## src/rtl/memory2_stage_pkg.sv

```systemverilog
// Payload types shared between the memory1, memory2 and writeback stages.
package memory2_stage_pkg;

  localparam int unsigned XLEN   = 32;
  localparam int unsigned LDOP_W = 3;

  typedef struct packed {
    logic              valid;
    logic              excp_valid;
    logic              is_ld;
    logic [LDOP_W-1:0] ld_op;
    logic [XLEN-1:0]   va;
    logic [XLEN-1:0]   ex_out;
  } memory1_memory2_pass_t;

  typedef struct packed {
    logic              valid;
    logic              excp_valid;
    logic              is_ld;
    logic [LDOP_W-1:0] ld_op;
    logic [XLEN-1:0]   va;
    logic [XLEN-1:0]   ex_mem_out;
  } memory2_writeback_pass_t;

endpackage

```

## src/rtl/memory2_stage.sv

```systemverilog
// Memory2 stage: waits for the dcache load response, aligns/extends load data,
// and holds the response in a buffer while writeback is stalled.
module memory2_stage
  import memory2_stage_pkg::*;
(
  input  logic                    clk,
  input  logic                    rst_n,
  input  logic                    flush_i,
  input  logic                    stall_i,
  output logic                    stall_o,
  input  memory1_memory2_pass_t   pass_in,
  input  logic                    dcache_rvalid,
  input  logic [XLEN-1:0]         dcache_rdata,
  output memory2_writeback_pass_t pass_out
);

  typedef enum logic [1:0] {
    IDLE = 2'd0,
    WAIT = 2'd1,
    HOLD = 2'd2
  } state_t;

  state_t                state;
  state_t                state_n;
  memory1_memory2_pass_t pass_in_r;
  logic                  drop_r;
  logic [XLEN-1:0]       rdata_buf;

  logic                  need_wait;
  logic                  accept;
  logic                  data_ready;
  logic                  drop_set;
  logic [XLEN-1:0]       ld_word;
  logic [XLEN-1:0]       ld_data;
  logic [1:0]            off;
  logic [7:0]            ld_byte;
  logic [15:0]           ld_half;

  assign need_wait  = pass_in_r.valid & pass_in_r.is_ld & ~pass_in_r.excp_valid;
  assign accept     = dcache_rvalid & ~drop_r &
                      (((state == IDLE) & need_wait) | (state == WAIT));
  assign data_ready = (state == HOLD) | accept;
  assign stall_o    = stall_i | (need_wait & ~data_ready);
  // A flushed load whose response is still outstanding must have that response swallowed.
  assign drop_set   = flush_i & ((state == WAIT) | ((state == IDLE) & need_wait & ~accept));

  always_ff @(posedge clk or negedge rst_n) begin : state_reg
    if (!rst_n) state <= IDLE;
    else        state <= state_n;
  end

  always_comb begin : next_state
    state_n = state;
    if (flush_i) begin
      state_n = IDLE;
    end else begin
      unique case (state)
        IDLE: begin
          if (need_wait) begin
            if (!accept)      state_n = WAIT;
            else if (stall_i) state_n = HOLD;
          end
        end
        WAIT:    if (accept) state_n = stall_i ? HOLD : IDLE;
        HOLD:    if (!stall_i) state_n = IDLE;
        default: state_n = IDLE;
      endcase
    end
  end

  always_ff @(posedge clk or negedge rst_n) begin : input_reg
    if (!rst_n)        pass_in_r       <= '0;
    else if (flush_i)  pass_in_r.valid <= 1'b0;
    else if (!stall_o) pass_in_r       <= pass_in;
  end

  always_ff @(posedge clk or negedge rst_n) begin : drop_reg
    if (!rst_n)                       drop_r <= 1'b0;
    else if (drop_set)                drop_r <= 1'b1;
    else if (drop_r && dcache_rvalid) drop_r <= 1'b0;
  end

  always_ff @(posedge clk or negedge rst_n) begin : rdata_reg
    if (!rst_n)      rdata_buf <= '0;
    else if (accept) rdata_buf <= dcache_rdata;
  end

  // Load alignment and sign/zero extension.
  always_comb begin : load_extract
    ld_word = (state == HOLD) ? rdata_buf : dcache_rdata;
    off     = pass_in_r.va[1:0];
    ld_byte = ld_word[7:0];
    unique case (off)
      2'd0: ld_byte = ld_word[7:0];
      2'd1: ld_byte = ld_word[15:8];
      2'd2: ld_byte = ld_word[23:16];
      2'd3: ld_byte = ld_word[31:24];
      default: ld_byte = ld_word[7:0];
    endcase
    ld_half = off[1] ? ld_word[31:16] : ld_word[15:0];
    ld_data = ld_word;
    case (pass_in_r.ld_op)
      3'd0:    ld_data = {{24{ld_byte[7]}}, ld_byte};
      3'd1:    ld_data = {{16{ld_half[15]}}, ld_half};
      3'd4:    ld_data = {24'd0, ld_byte};
      3'd5:    ld_data = {16'd0, ld_half};
      default: ld_data = ld_word;
    endcase
  end

  always_comb begin : out_payload
    pass_out            = '0;
    pass_out.valid      = pass_in_r.valid & ~stall_o;
    pass_out.excp_valid = pass_in_r.excp_valid;
    pass_out.is_ld      = pass_in_r.is_ld;
    pass_out.ld_op      = pass_in_r.ld_op;
    pass_out.va         = pass_in_r.va;
    pass_out.ex_mem_out = need_wait ? ld_data : pass_in_r.ex_out;
  end

endmodule

```

## config.mk

```make
export PLATFORM = sky130hd
export DESIGN_NAME = memory2_stage
export DESIGN_NICKNAME = d
export VERILOG_FILES = /design/src/rtl/memory2_stage_pkg.sv /design/src/rtl/memory2_stage.sv
export SDC_FILE = /design/constraint.sdc
export NUM_CORES = 1
export LEC_CHECK = 0
export ABC_AREA = 0
export CAP_MARGIN = 40
export CORE_MARGIN = 1
export CORE_UTILIZATION = 40
export DETAILED_ROUTE_END_ITERATION = 10
export PLACE_DENSITY = 0.79
export RECOVER_POWER = 25
export SETUP_SLACK_MARGIN = 0.2
export SLEW_MARGIN = 5
export SYNTH_ARGS = -nofsm -noshare
export SYNTH_HDL_FRONTEND = slang
export SYNTH_SLANG_ARGS = --single-unit
```

## constraint.sdc

```tcl
create_clock -name clk -period 4.1 [get_ports clk]
set_input_delay 1.025 -clock clk [delete_from_list [all_inputs] [get_ports clk]]
set_output_delay 1.025 -clock clk [all_outputs]
set_load 0.005 [all_outputs]
```

---- After elaboration in Yosys (flattened, before gate mapping) ----
Index checks and enable logic that the tools add are counted.
word-level totals
  register bits ........................... 105
  output and inout port bits .............. 71
  logic and storage cells ................. 65
  input bits .............................. 107
operators by class
  reduce and logical (&&, ||, !) cells .... 7
  mux-type cells .......................... 17
  eq/ne operators ......................... 13
  bitwise operators ....................... 19
operator list
  operator              number
  $pmux W32 S4          1
  $mux W70              1
  $mux W32              2
  $pmux W8 S4           1
  $mux W16              1
  $mux W2               7
  $and A1 B1 Y1         9
  $ne A3 B3 Y1 const B  3
  $eq A2 B2 Y1 const B  3
  $eq A3 B3 Y1 const B  2
  $not A1 Y1            6
  $pmux W2 S3           1
  $eq A2 B1 Y1 const B  2
  $logic_not A2 Y1      2
  $ne A4 B4 Y1 const B  1
  $or A1 B1 Y1          4
  $reduce_and A4 Y1     1
  $eq A3 B1 Y1 const B  1
  $logic_not A3 Y1      1
  $mux W1               3
  $ne A2 B2 Y1 const B  1
  $reduce_and A2 Y1     1
  $reduce_bool A2 Y1    1
  $logic_and A1 B1 Y1   1

---- Logic depth before layout (Yosys ltp) ----
  depth in word-level cells ............... 11
  mapped depth ............................ 8

---- Worst setup path before layout ----
OpenSTA, ideal clock, no wires.
  kind .................................... input port to output port
  from .................................... in dcache_rdata[15]
  to ...................................... out pass_out[10] (netlist name)
  arrival time ............................ 1898 ps
  path buffers ............................ 1
  stages .................................. 5
  slack ................................... 1177 ps
  cell sequence ........................... mux2i_1 > a221oi_2 > nand4_2 > buf_2 > a31oi_1
RTL lines
  item                line                 RTL
  start: declaration  memory2_stage.sv:13  input logic [XLEN-1:0] dcache_rdata,
  end: declaration    memory2_stage.sv:14  output memory2_writeback_pass_t pass_out

==> impl_results.md <==
* Layout Cells excl Fill at 807
* Slew @ Worst Pin at 1.459 ns
* Slew HR at 2.762%
* Worst skew pair latency at 0.35 ns
* Endpoints failing hold at 0
* Area leader, netlist: dfrtp_1
* RD Place Congestion at 0.8531
* Synth Area in Compound Gates at under 10%
* Vias in the first global route at 4655
* Sequential-to-total area share from yosys stat at 48.09%
* Status: complete, no violations
* Ranking of synthesized cells by area: dfrtp_1 (48%), mux2_2 (25%), buf_4 (5.4%)
* Area of the multi-input gates at 2461 sq um
* Achievable frequency at 250.7 MHz
* Share of post-route cells with drive strength above 1 at ~28%
* Gate power share at 27.3%
* Worst path max stage delay at 0.53 ns
* Crit path launch type: input pin
* Cell Int Power at 2.393 mW
* Total gr overflow at 0
* Final ANT Viol Nets at 0
* Synth unique cells at 35
* Worst vdd ir at 0.2364 mV
* Syn Nets at 590
* TritonCTS clock tree: done
* CTS Buffer Depth at 2
* CTS Buf Count at 9
* Simple-gate share of the synthesized area at around 9.2%
* Largest net degree at the start of global routing at 57
* Most frequent cells in the layout: clkdlybuf4s50_1 (163), mux2_2 (119), dfrtp_1 (105), nand2_1 (53), nor2_1 (22)
* RSZ-0062 raised after global routing: yes
* Mapped Area at 5464 sq um
* Worst Setup End Kind: primary output
* IO Pins at 178
* Die X at 118.9 um
* CP most frequent cell: clkdlybuf4s50_1
* Synth Register Bits at roughly 110
* Number of flip-flops in the largest register at 37
* Commonest non-fill, non-tap cell in the layout: clkdlybuf4s50_1
* Critical Path RT at 3.07 ns
* Xor and xnor area share after synthesis at 0%
* Iter 0 DRT Violations at 297
* Clock Tree Root: clkbuf_16
* Pwr Density at about 430 nW/um^2
* DP HPWL at 11490 um
* Clock Sinks at approximately 110
* Worst-path clk slew at 0.07 ns
* Synth top area share at between 40 and 50%
* H-tree Lvls at 3
* Total Wirelength at 15430 um
* Drt wl/cell at 19.12 um
* Rows at 42
* Layout area overhead at 38.06%
* Initial core utilization at 41.10%
* Final Cycle Share at 97.29%
* P_leak at 3.108 nW
* Clock share of power at 28.5%
* First-pass GRT wire length at 24630 um
* Cells after DPL at 788
* Crit-path cells: clkdlybuf4s50_1 > nand2_1 > a221oi_2 > nand4_2 > buf_6 > a31oi_1 > clkdlybuf4s50_1
* Switching Share at 26.62%
* Die area at 14130 sq um
* Proportion of synthesized area in mux cells at 26.40%
* Sequential cell area at 2628 sq um
* Largest family of logic cells by synthesized area: multiplexers
* Vias per Instance at 5.364
* WP buf/inv at 3
* Crit path DAT at 2.96 ns
* Utilization after layout at around 57%
* Largest delay contributor family on the critical path: buffers and inverters
* Syn Inst Count at 483
* Worst hold path class: reg2reg
* Post-CTS Hold Buffers at 0
* Endpoints failing setup at 0
* WS Path Type: in2out
* Reg power frac at 44.2%
* Mean Syn Cell Area at around 11 sq um
* Total GRT Usage at a little under a quarter
* Final nets at 733
* Die Span Y at approximately 120 um
* YS warnings at 0
* Final slew viol count at 0
* IO Port Bufs at around 180
* FILL cells at 1113
* Total number of vias at between 4000 and 5000
* Initial antenna violation count at 1
* DRC viols at 0
* Adder-Cell Fraction of Synth Area at 0%
* Crit-path max FO at 14
* Sw power at 0.8682 mW
* Maxcap violations at 0
* DR pass1 iterations at 4
* Slowest cell on the critical path: clkdlybuf4s50_1
* Skew final at 0.003241 ns
* Core ar. at ~13000 sq um
* Tmin final at 3.989 ns
==> kinds of logic after synthesis <==
| logic type | count (synthesis) |
|---|---|
| AO/OA/AOI/OAI | 74 |
| buffers and inverters | 70 |
| flip-flops | 105 |
| multiplexers | 129 |
| AND/OR/NAND/NOR | 105 |
==> routing by layer <==
metal  vias to the layer above  track usage, %  wire length [um]
met1                      2153           28.44              6368
met4                         0           7.753               280
li1                       1958               -                 -
met2                       194           37.35              7549
met3                        24           7.567              1233
met5                         -               0                 0
==> repair_timing <==
item,CTS,global route
setup endpoints to repair,25,27
gates cloned,0,0
buffers inserted,2,1
pin swaps,1,2
resized for setup,17,22
hold endpoints to repair,0,0
==> final cells by class <==
type / instances / share of cell area (%)
Antenna cell: 1 / 0.03317
Clock buffer: 10 / 3.168
Clock inverter: 5 / 1.062
Inverter: 4 / 0.1990
Multi-Input combinational cell: 308 / 32.63
Sequential cell: 105 / 34.83
Tap cell: 176 / 2.919
Timing Repair Buffer: 198 / 25.16
==> synth_stat cells, drive strengths merged <==
cell,number
mux2i,8
buf,54
mux2,121
nand2b,6
or3,1
nor3,1
nand3,4
a41oi,4
and2,2
nand4,1
a211oi,1
nor2b,4
dfrtp,105
inv,4
nor2,23
nand3b,2
o22ai,11
nand4b,5
o211ai,1
nor3b,2
a21oi,17
a221oi,1
nand2,53
a31oi,26
and3b,1
o21ai,13
clkbuf,12
==> power groups by stage <==
stage               clock (mW)  sequential, mW  combinational (mW)
floorplan                    0            1.40               0.525
global placement             0            1.43               0.866
detailed placement           0            1.45               0.889
CTS                      0.949            1.44               0.893
global route             0.997            1.47               0.963
finish                   0.931            1.44               0.890
==> worst register-to-register path, stage by stage, from the launching register on <==
cell	delay [ns]
dfrtp_1	0.40
and3b_1	0.37
buf_4	0.31
o21ai_1	0.16
nor3b_4	0.21
buf_4	0.42
mux2_2	0.41
==> final timing paths <==
path	to	slack, ns	start	cells after the start
worst max-delay path	pass_out[8]	0.11	dcache_rdata[7]	7
worst min-delay path	pass_out[35]	0.51	pass_out[35]	1
worst max register to register	rdata_buf[12]	1.71	pass_out[68]	6
worst min register to register	pass_out[35]	0.51	pass_out[35]	1
max in group asynchronous	pass_in_r[19]	1.12	rst_n	2
min in group asynchronous	pass_out[62]	1.02	rst_n	1
==> per-stage QoR <==
stage          setup TNS (ns)  hold WS (ns)  worst slack, ns  cell area (sq um)  power (mW)
6_report                    0        0.5053           0.1110               7543       3.262
2_1_floorplan               0        0.4541            1.177               5464       1.923
3_3_place_gp                0        0.4674         0.007257               7161       2.301
3_5_place_dp         -0.09923        0.4882         -0.06111               7168       2.343
4_1_cts                     0        0.5035          0.03250               7523       3.279
5_1_grt                     0        0.5156         0.009870               7543       3.432
Power figures use the tool's default switching activity.
